--- src/rtl/sb_sim_pkg.sv ---
// Shared definitions for the switchboard simulation source.
// - SBDW: widest payload the switchboard carries.
// - valid_mode_e: output valid gating modes.
// - LFSR_TAPS / lfsr_next: Galois LFSR used by the random valid mode.
package sb_sim_pkg;

  localparam int unsigned SBDW = 416;

  typedef enum logic [1:0] {
    VALID_MODE_ALT      = 2'd0,
    VALID_MODE_ALWAYS   = 2'd1,
    VALID_MODE_RANDOM   = 2'd2,
    VALID_MODE_THROTTLE = 2'd3
  } valid_mode_e;

  localparam logic [31:0] LFSR_TAPS = 32'h80200003;

  // One step of a right-shifting Galois LFSR.
  function automatic logic [31:0] lfsr_next(input logic [31:0] cur);
    lfsr_next = (cur >> 1) ^ (cur[0] ? LFSR_TAPS : '0);
  endfunction

  // Any raw mode value outside 0..3 behaves like the always-open mode.
  function automatic valid_mode_e decode_mode(input logic [31:0] raw);
    if (raw[31:2] != '0) begin
      return VALID_MODE_ALWAYS;
    end
    return valid_mode_e'(raw[1:0]);
  endfunction

endpackage

--- src/rtl/sb_sim_fifo.sv ---
// First-word-fall-through FIFO used as the prefetch buffer.
// Ports:
//   clk, nreset      clock, asynchronous active-low reset (empties the FIFO)
//   push, wdata      write request and data (ignored when full)
//   pop              remove head (ignored when empty)
//   rdata            current head; all zeros while empty
//   count            occupancy 0..DEPTH, combinational from the pointers
//   full, empty      occupancy flags
module sb_sim_fifo
  import sb_sim_pkg::*;
#(
  parameter int unsigned WIDTH = SBDW + 33,
  parameter int unsigned DEPTH = 4
) (
  input  logic                     clk,
  input  logic                     nreset,
  input  logic                     push,
  input  logic [WIDTH-1:0]         wdata,
  input  logic                     pop,
  output logic [WIDTH-1:0]         rdata,
  output logic [$clog2(DEPTH):0]   count,
  output logic                     full,
  output logic                     empty
);

  localparam int unsigned AW = $clog2(DEPTH);
  localparam logic [AW:0] PTR_ONE  = (AW+1)'(1);
  localparam logic [AW:0] FULL_CNT = (AW+1)'(DEPTH);

  logic [WIDTH-1:0] mem_q [DEPTH];
  // Pointers carry one extra wrap bit so full and empty are distinguishable.
  logic [AW:0] wr_ptr_q, wr_ptr_d;
  logic [AW:0] rd_ptr_q, rd_ptr_d;
  logic        do_push, do_pop;

  always_comb begin
    count    = wr_ptr_q - rd_ptr_q;
    full     = (count == FULL_CNT);
    empty    = (count == '0);
    do_push  = push && !full;
    do_pop   = pop && !empty;
    wr_ptr_d = do_push ? wr_ptr_q + PTR_ONE : wr_ptr_q;
    rd_ptr_d = do_pop  ? rd_ptr_q + PTR_ONE : rd_ptr_q;
    rdata    = empty ? '0 : mem_q[rd_ptr_q[AW-1:0]];
  end

  always_ff @(posedge clk or negedge nreset) begin
    if (!nreset) begin
      wr_ptr_q <= '0;
      rd_ptr_q <= '0;
    end else begin
      wr_ptr_q <= wr_ptr_d;
      rd_ptr_q <= rd_ptr_d;
    end
  end

  // Storage needs no reset: the head is masked while empty.
  always_ff @(posedge clk) begin
    if (do_push) begin
      mem_q[wr_ptr_q[AW-1:0]] <= wdata;
    end
  end

endmodule

--- src/rtl/queue_to_sb_fifo_sim.sv ---
// Switchboard source: pulls packets from a host-side queue into a DEPTH-entry
// prefetch FIFO and presents the head on a ready/valid SB port.
// Ports:
//   clk, nreset          clock, asynchronous active-low reset
//   data/dest/last       head packet (zero while the FIFO is empty)
//   ready, valid         downstream handshake
//   level                FIFO occupancy 0..DEPTH
//   pkt_count            completed handshakes (wraps)
//   rx_id                queue connection id; all-ones means not connected
//   rx_recv              one queue receive call is made at this posedge
//   rx_success/rx_*      receive result: packet present, payload, dest, last
//   mode_we/mode_wdata   set the valid mode, effective from the next posedge
module queue_to_sb_fifo_sim
  import sb_sim_pkg::*;
#(
  parameter int unsigned DW                 = 416,
  parameter int unsigned DEPTH              = 4,
  parameter logic [31:0] VALID_MODE_DEFAULT = 32'd0,
  parameter int unsigned THROTTLE           = 4,
  parameter logic [31:0] LFSR_SEED          = 32'h1
) (
  input  logic                    clk,
  input  logic                    nreset,
  output logic [DW-1:0]           data,
  output logic [31:0]             dest,
  output logic                    last,
  input  logic                    ready,
  output logic                    valid,
  output logic [$clog2(DEPTH):0]  level,
  output logic [31:0]             pkt_count,
  input  logic [31:0]             rx_id,
  output logic                    rx_recv,
  input  logic                    rx_success,
  input  logic [SBDW-1:0]         rx_data,
  input  logic [31:0]             rx_dest,
  input  logic                    rx_last,
  input  logic                    mode_we,
  input  logic [31:0]             mode_wdata
);

  localparam int unsigned FW      = DW + 33;
  localparam int unsigned LW      = $clog2(DEPTH) + 1;
  localparam logic [LW-1:0] LVL_ONE = LW'(1);
  localparam logic [31:0]   TH_MAX  = 32'(THROTTLE - 1);

  logic [FW-1:0] wdata, rdata;
  logic          full, empty, push, xfer, avail, gate;
  logic [LW-1:0] level_after_pop;
  valid_mode_e   mode_eff;

  logic          valid_q, valid_d;
  logic [31:0]   pkt_count_q, pkt_count_d;
  logic [31:0]   lfsr_q, lfsr_d;
  logic [31:0]   thr_q, thr_d;
  logic [31:0]   mode_q, mode_d;

  sb_sim_fifo #(
    .WIDTH (FW),
    .DEPTH (DEPTH)
  ) u_fifo (
    .clk    (clk),
    .nreset (nreset),
    .push   (push),
    .wdata  (wdata),
    .pop    (xfer),
    .rdata  (rdata),
    .count  (level),
    .full   (full),
    .empty  (empty)
  );

  always_comb begin
    // Poll only when connected and there is room before any pop this cycle.
    rx_recv  = nreset && (rx_id != '1) && !full;
    push     = rx_recv && rx_success;
    wdata    = {rx_last, rx_dest, rx_data[DW-1:0]};

    xfer     = valid_q && ready;
    // Only entries already buffered before this edge may raise valid, which
    // keeps a freshly fetched packet invisible for one more cycle.
    level_after_pop = xfer ? level - LVL_ONE : level;
    avail    = (level_after_pop != '0);

    mode_d   = mode_we ? mode_wdata : mode_q;
    lfsr_d   = lfsr_next(lfsr_q);
    if (xfer) begin
      thr_d = '0;
    end else if (thr_q == TH_MAX) begin
      thr_d = thr_q;
    end else begin
      thr_d = thr_q + 32'd1;
    end

    mode_eff = decode_mode(mode_q);
    case (mode_eff)
      VALID_MODE_ALT:      gate = !xfer;
      VALID_MODE_ALWAYS:   gate = 1'b1;
      VALID_MODE_RANDOM:   gate = lfsr_q[0];
      // Looking at the next counter value lets the transfer land exactly
      // THROTTLE cycles after the previous one.
      VALID_MODE_THROTTLE: gate = (thr_d == TH_MAX);
      default:             gate = 1'b1;
    endcase

    valid_d     = (valid_q && !xfer) || (avail && gate);
    pkt_count_d = xfer ? pkt_count_q + 32'd1 : pkt_count_q;

    valid     = valid_q;
    pkt_count = pkt_count_q;
    data      = rdata[DW-1:0];
    dest      = rdata[DW +: 32];
    last      = rdata[FW-1];
  end

  always_ff @(posedge clk or negedge nreset) begin
    if (!nreset) begin
      valid_q     <= 1'b0;
      pkt_count_q <= '0;
      lfsr_q      <= LFSR_SEED;
      thr_q       <= '0;
      mode_q      <= VALID_MODE_DEFAULT;
    end else begin
      valid_q     <= valid_d;
      pkt_count_q <= pkt_count_d;
      lfsr_q      <= lfsr_d;
      thr_q       <= thr_d;
      mode_q      <= mode_d;
    end
  end

endmodule

--- config.mk ---
export PLATFORM = sky130hd
export DESIGN_NAME = queue_to_sb_fifo_sim
export DESIGN_NICKNAME = d
export VERILOG_FILES = /design/src/rtl/sb_sim_pkg.sv /design/src/rtl/sb_sim_fifo.sv /design/src/rtl/queue_to_sb_fifo_sim.sv
export SDC_FILE = /design/constraint.sdc
export NUM_CORES = 2
export LEC_CHECK = 0
export CAP_MARGIN = 25
export CORE_MARGIN = 2
export CORE_UTILIZATION = 40
export CTS_CLUSTER_SIZE = 30
export DETAILED_ROUTE_END_ITERATION = 6
export GPL_TIMING_DRIVEN = 0
export PLACE_DENSITY_LB_ADDON = 0.3
export SYNTH_ARGS = -nofsm -noshare
export SYNTH_HDL_FRONTEND = slang
export SYNTH_SLANG_ARGS = --single-unit
--- constraint.sdc ---
create_clock -name clk -period 21.6 [get_ports clk]
set_input_delay 2.16 -clock clk [delete_from_list [all_inputs] [get_ports clk]]
set_output_delay 2.16 -clock clk [all_outputs]
set_load 0.005 [all_outputs]
==> reports/metrics.cfg <==
[setup_path]
rr_startpoint=u_fifo.rd_ptr_q[1]$_DFFE_PN0P_
crit_start=u_fifo.rd_ptr_q[1]$_DFFE_PN0P_
reg2reg_depth=16
path_max_fanout=10
r2r_slack_ns=14.74
worstSetupEndpoint=dest[31]
endpoint_kind=output pin
timing.rr.end=u_fifo.mem_q[2][383]$_DFFE_PP_
arrival_ns=7.29
crit_type=reg -> out
start_kind=flip-flop
cp_data_required_time_ns=19.44

[clock_network]
clock_path_buffers=3
cts.sinks=1931
cts_tree=built
cts_setup_buffers=0
clk_pin_slew_ns=0.05
cts_root_buf=clkbuf_16
htree_levels=4
numCtsBuffers=200
clk_latency_ns=0.85
holdBufCountCts=0
ctsResizeCount=0

[grt]
grt_pass1_wl_microns=265000
grt_max_degree=82
grt_overflow=0
grt_usage_pct=19.6
antenna_found_initial=62
grt_pass1_vias=38262

[place]
io_buffers=1002
gp_congestion=0.800
dp_hpwl_microns=127000
dpl.cell_count=6783
pre_cts_slack_ns=12.07

[status]
status=finished, final reports clean

[routing]
drt-total-wl_microns=186000
drc=0
vias=36896
top_layer_used=met5
wl_per_cell_microns=25.9
drt-met1-wl_microns=67900
via_per_inst=5.13
first_pass_iters=5
wl_met2_microns=97400
drt-initial-drc-count=2511
antenna_left=0
met3_length_microns=13700

[sta]
fin_crit_sh_pct=43.7
max_freq_mhz=106
layout_min_cycle_time_ns=9.45
rsz0062_at_grt=false
fin_skew_ns=0.0355
worst_slew_margin_rel_pct=32.4
finalMaxSlewViolations=0
whs_ns=0.345
setup_violations=0
tightest_slew_ns=1.01
worst_slack_ns=12.15
finalSetupTns_ns=0
hold_violations=0

[power]
p_per_area_mw_per_mm2=147
p_leak_nw=30.9
ir_drop_v=0.000100

[hold_path]
hp-class=reg -> reg

[yosys]
synth_nets=3876
syn_inst=3347
avgSynthCellArea_sq_um=21.9
syn_area_sq_mm=0.0733
async_flop_share_pct=6.99
ys_seq_area_share_pct=78.2
synth_edf_count=1796
ys.flop_type=edfxtp_1
synth_cell_types=48
synth_seq_cells=1931
ys.warnings.count=0

[cells_and_area]
finish.net_count=5135
instances_no_fill=7195
layout-drive-gt1-share_pct=17.7
syn_to_final_growth_pct=28.8

[floorplan]
fp-row-count=157
die_area_sq_mm=0.187
initial_core_util_pct=40.1
die_h_microns=432
core_sq_mm=0.183
die_x_microns=432
ioPinCount=1004

[job]
drv_cap=0

-- metal layers --
layer / up-vias / GRT usage (%)
li1: 16162 / -
met1: 19202 / 22.6
met2: 1166 / 33.9
met3: 318 / 6.08
met4: 48 / 7.93
met5: - / 0
-- cell families after synthesis --
| kind of cell | Yosys count | share of synthesized area, % |
|---|---|---|
| AND/OR/NAND/NOR | 651 | 5.33 |
| flip-flops | 1931 | 78.2 |
| adder cells (fa/ha/maj) | 11 | 0.198 |
| XOR/XNOR | 71 | 0.879 |
| buffers and inverters | 175 | 0.932 |
| multiplexers | 480 | 14.3 |
| AO/OA/AOI/OAI | 28 | 0.249 |
-- sequential cells by signal (all words and copies together) (netlist names) --
name,flops
mode_q,32
valid,1
u_fifo.wr_ptr_q,3
lfsr_q,32
thr_q,32
u_fifo.mem_q,1796
u_fifo.rd_ptr_q,3
pkt_count,32
-- power by group --
| part | total [W] | switching, W | internal [W] |
|---|---|---|---|
| sequential | 0.00469 | 0.0000978 | 0.00460 |
| combinational | 0.00569 | 0.00275 | 0.00294 |
| clock | 0.00347 | 0.00145 | 0.00202 |
-- final cells by class --
cell class	count	area (sq um)
fill	14550	88200
sequential	1931	57300
multi-input combinational	1241	15400
timing repair buffer	1057	11400
clock buffer	241	5210
tap	2385	2980
clock inverter	133	1480
buffer	167	656
antenna	32	80.1
inverter	8	30.0
-- through the flow --
step | util [%] | total power [W] | area (sq um)
after detailed placement | 48.0 | 0.0106 | 87600
final | 51.7 | 0.0139 | 94500
after floorplan | - | 0.00736 | 73300
after global placement | 47.3 | 0.0109 | 86300
after CTS | 51.6 | 0.0141 | 94300
after global routing | 51.7 | 0.0145 | 94400
-- worst min-delay path by stage --
stage	startpoint	cells after the start	endpoint
2_1_floorplan	lfsr_q[11]$_DFF_PN0_	0	lfsr_q[10]$_DFF_PN0_
3_3_place_gp	lfsr_q[6]$_DFF_PN0_	0	lfsr_q[5]$_DFF_PN0_
3_5_place_dp	lfsr_q[6]$_DFF_PN0_	0	lfsr_q[5]$_DFF_PN0_
4_1_cts	lfsr_q[26]$_DFF_PN0_	0	lfsr_q[25]$_DFF_PN0_
5_1_grt	lfsr_q[20]$_DFF_PN0_	0	lfsr_q[19]$_DFF_PN0_
6_report	lfsr_q[26]$_DFF_PN0_	0	lfsr_q[25]$_DFF_PN0_
-- cell usage after synthesis, types with 2 or more instances --
cell | n | area share [%]
edfxtp_1 | 1796 | 74
mux4_2 | 449 | 14
clkbuf_1 | 156 | 0.80
inv_1 | 8 | 0.041
buf_2 | 3 | 0.020
xor2_1 | 29 | 0.35
o31ai_1 | 2 | 0.020
or3_1 | 2 | 0.017
a41oi_1 | 2 | 0.024
nor4_2 | 2 | 0.034
dfrtp_1 | 134 | 4.6
nor2b_1 | 451 | 3.8
buf_1 | 4 | 0.020
o21ai_0 | 9 | 0.061
a21oi_1 | 7 | 0.048
buf_6 | 2 | 0.031
and3_1 | 17 | 0.15
nor3_1 | 8 | 0.055
nand3_1 | 26 | 0.18
nand4_1 | 33 | 0.28
mux2_2 | 31 | 0.48
buf_4 | 2 | 0.020
ha_1 | 10 | 0.17
xnor2_1 | 40 | 0.48
nor2_1 | 44 | 0.23
and2_1 | 10 | 0.085
and4_1 | 4 | 0.048
nor4_1 | 18 | 0.15
nand2_1 | 29 | 0.15
-- critical path, cell delays in order (launching register included) --
cell and delay [ns]:
dfrtp_1 0.36, clkbuf_2 0.58, clkbuf_1 0.72, clkbuf_1 0.64, inv_1 0.36, fa_1 0.51, xor3_1 0.40, and2_1 0.16
clkbuf_2 0.53, clkbuf_1 0.78, clkbuf_1 0.59, nor2b_1 0.14, clkdlybuf4s50_1 0.64
-- placed cells by master, fill, tap and decap left out, types with 31 or more instances in the layout --
cell type,count
clkbuf_16,201
nor2_1,44
buf_16,39
xnor2_1,40
mux2_2,31
clkinv_1,48
nor2b_1,451
diode_2,32
edfxtp_1,1796
nand4_1,33
mux4_2,449
clkdlybuf4s50_1,1001
dfrtp_1,134
clkinv_2,35
clkbuf_1,191
Note: power is estimated with default switching activity, not from simulation.
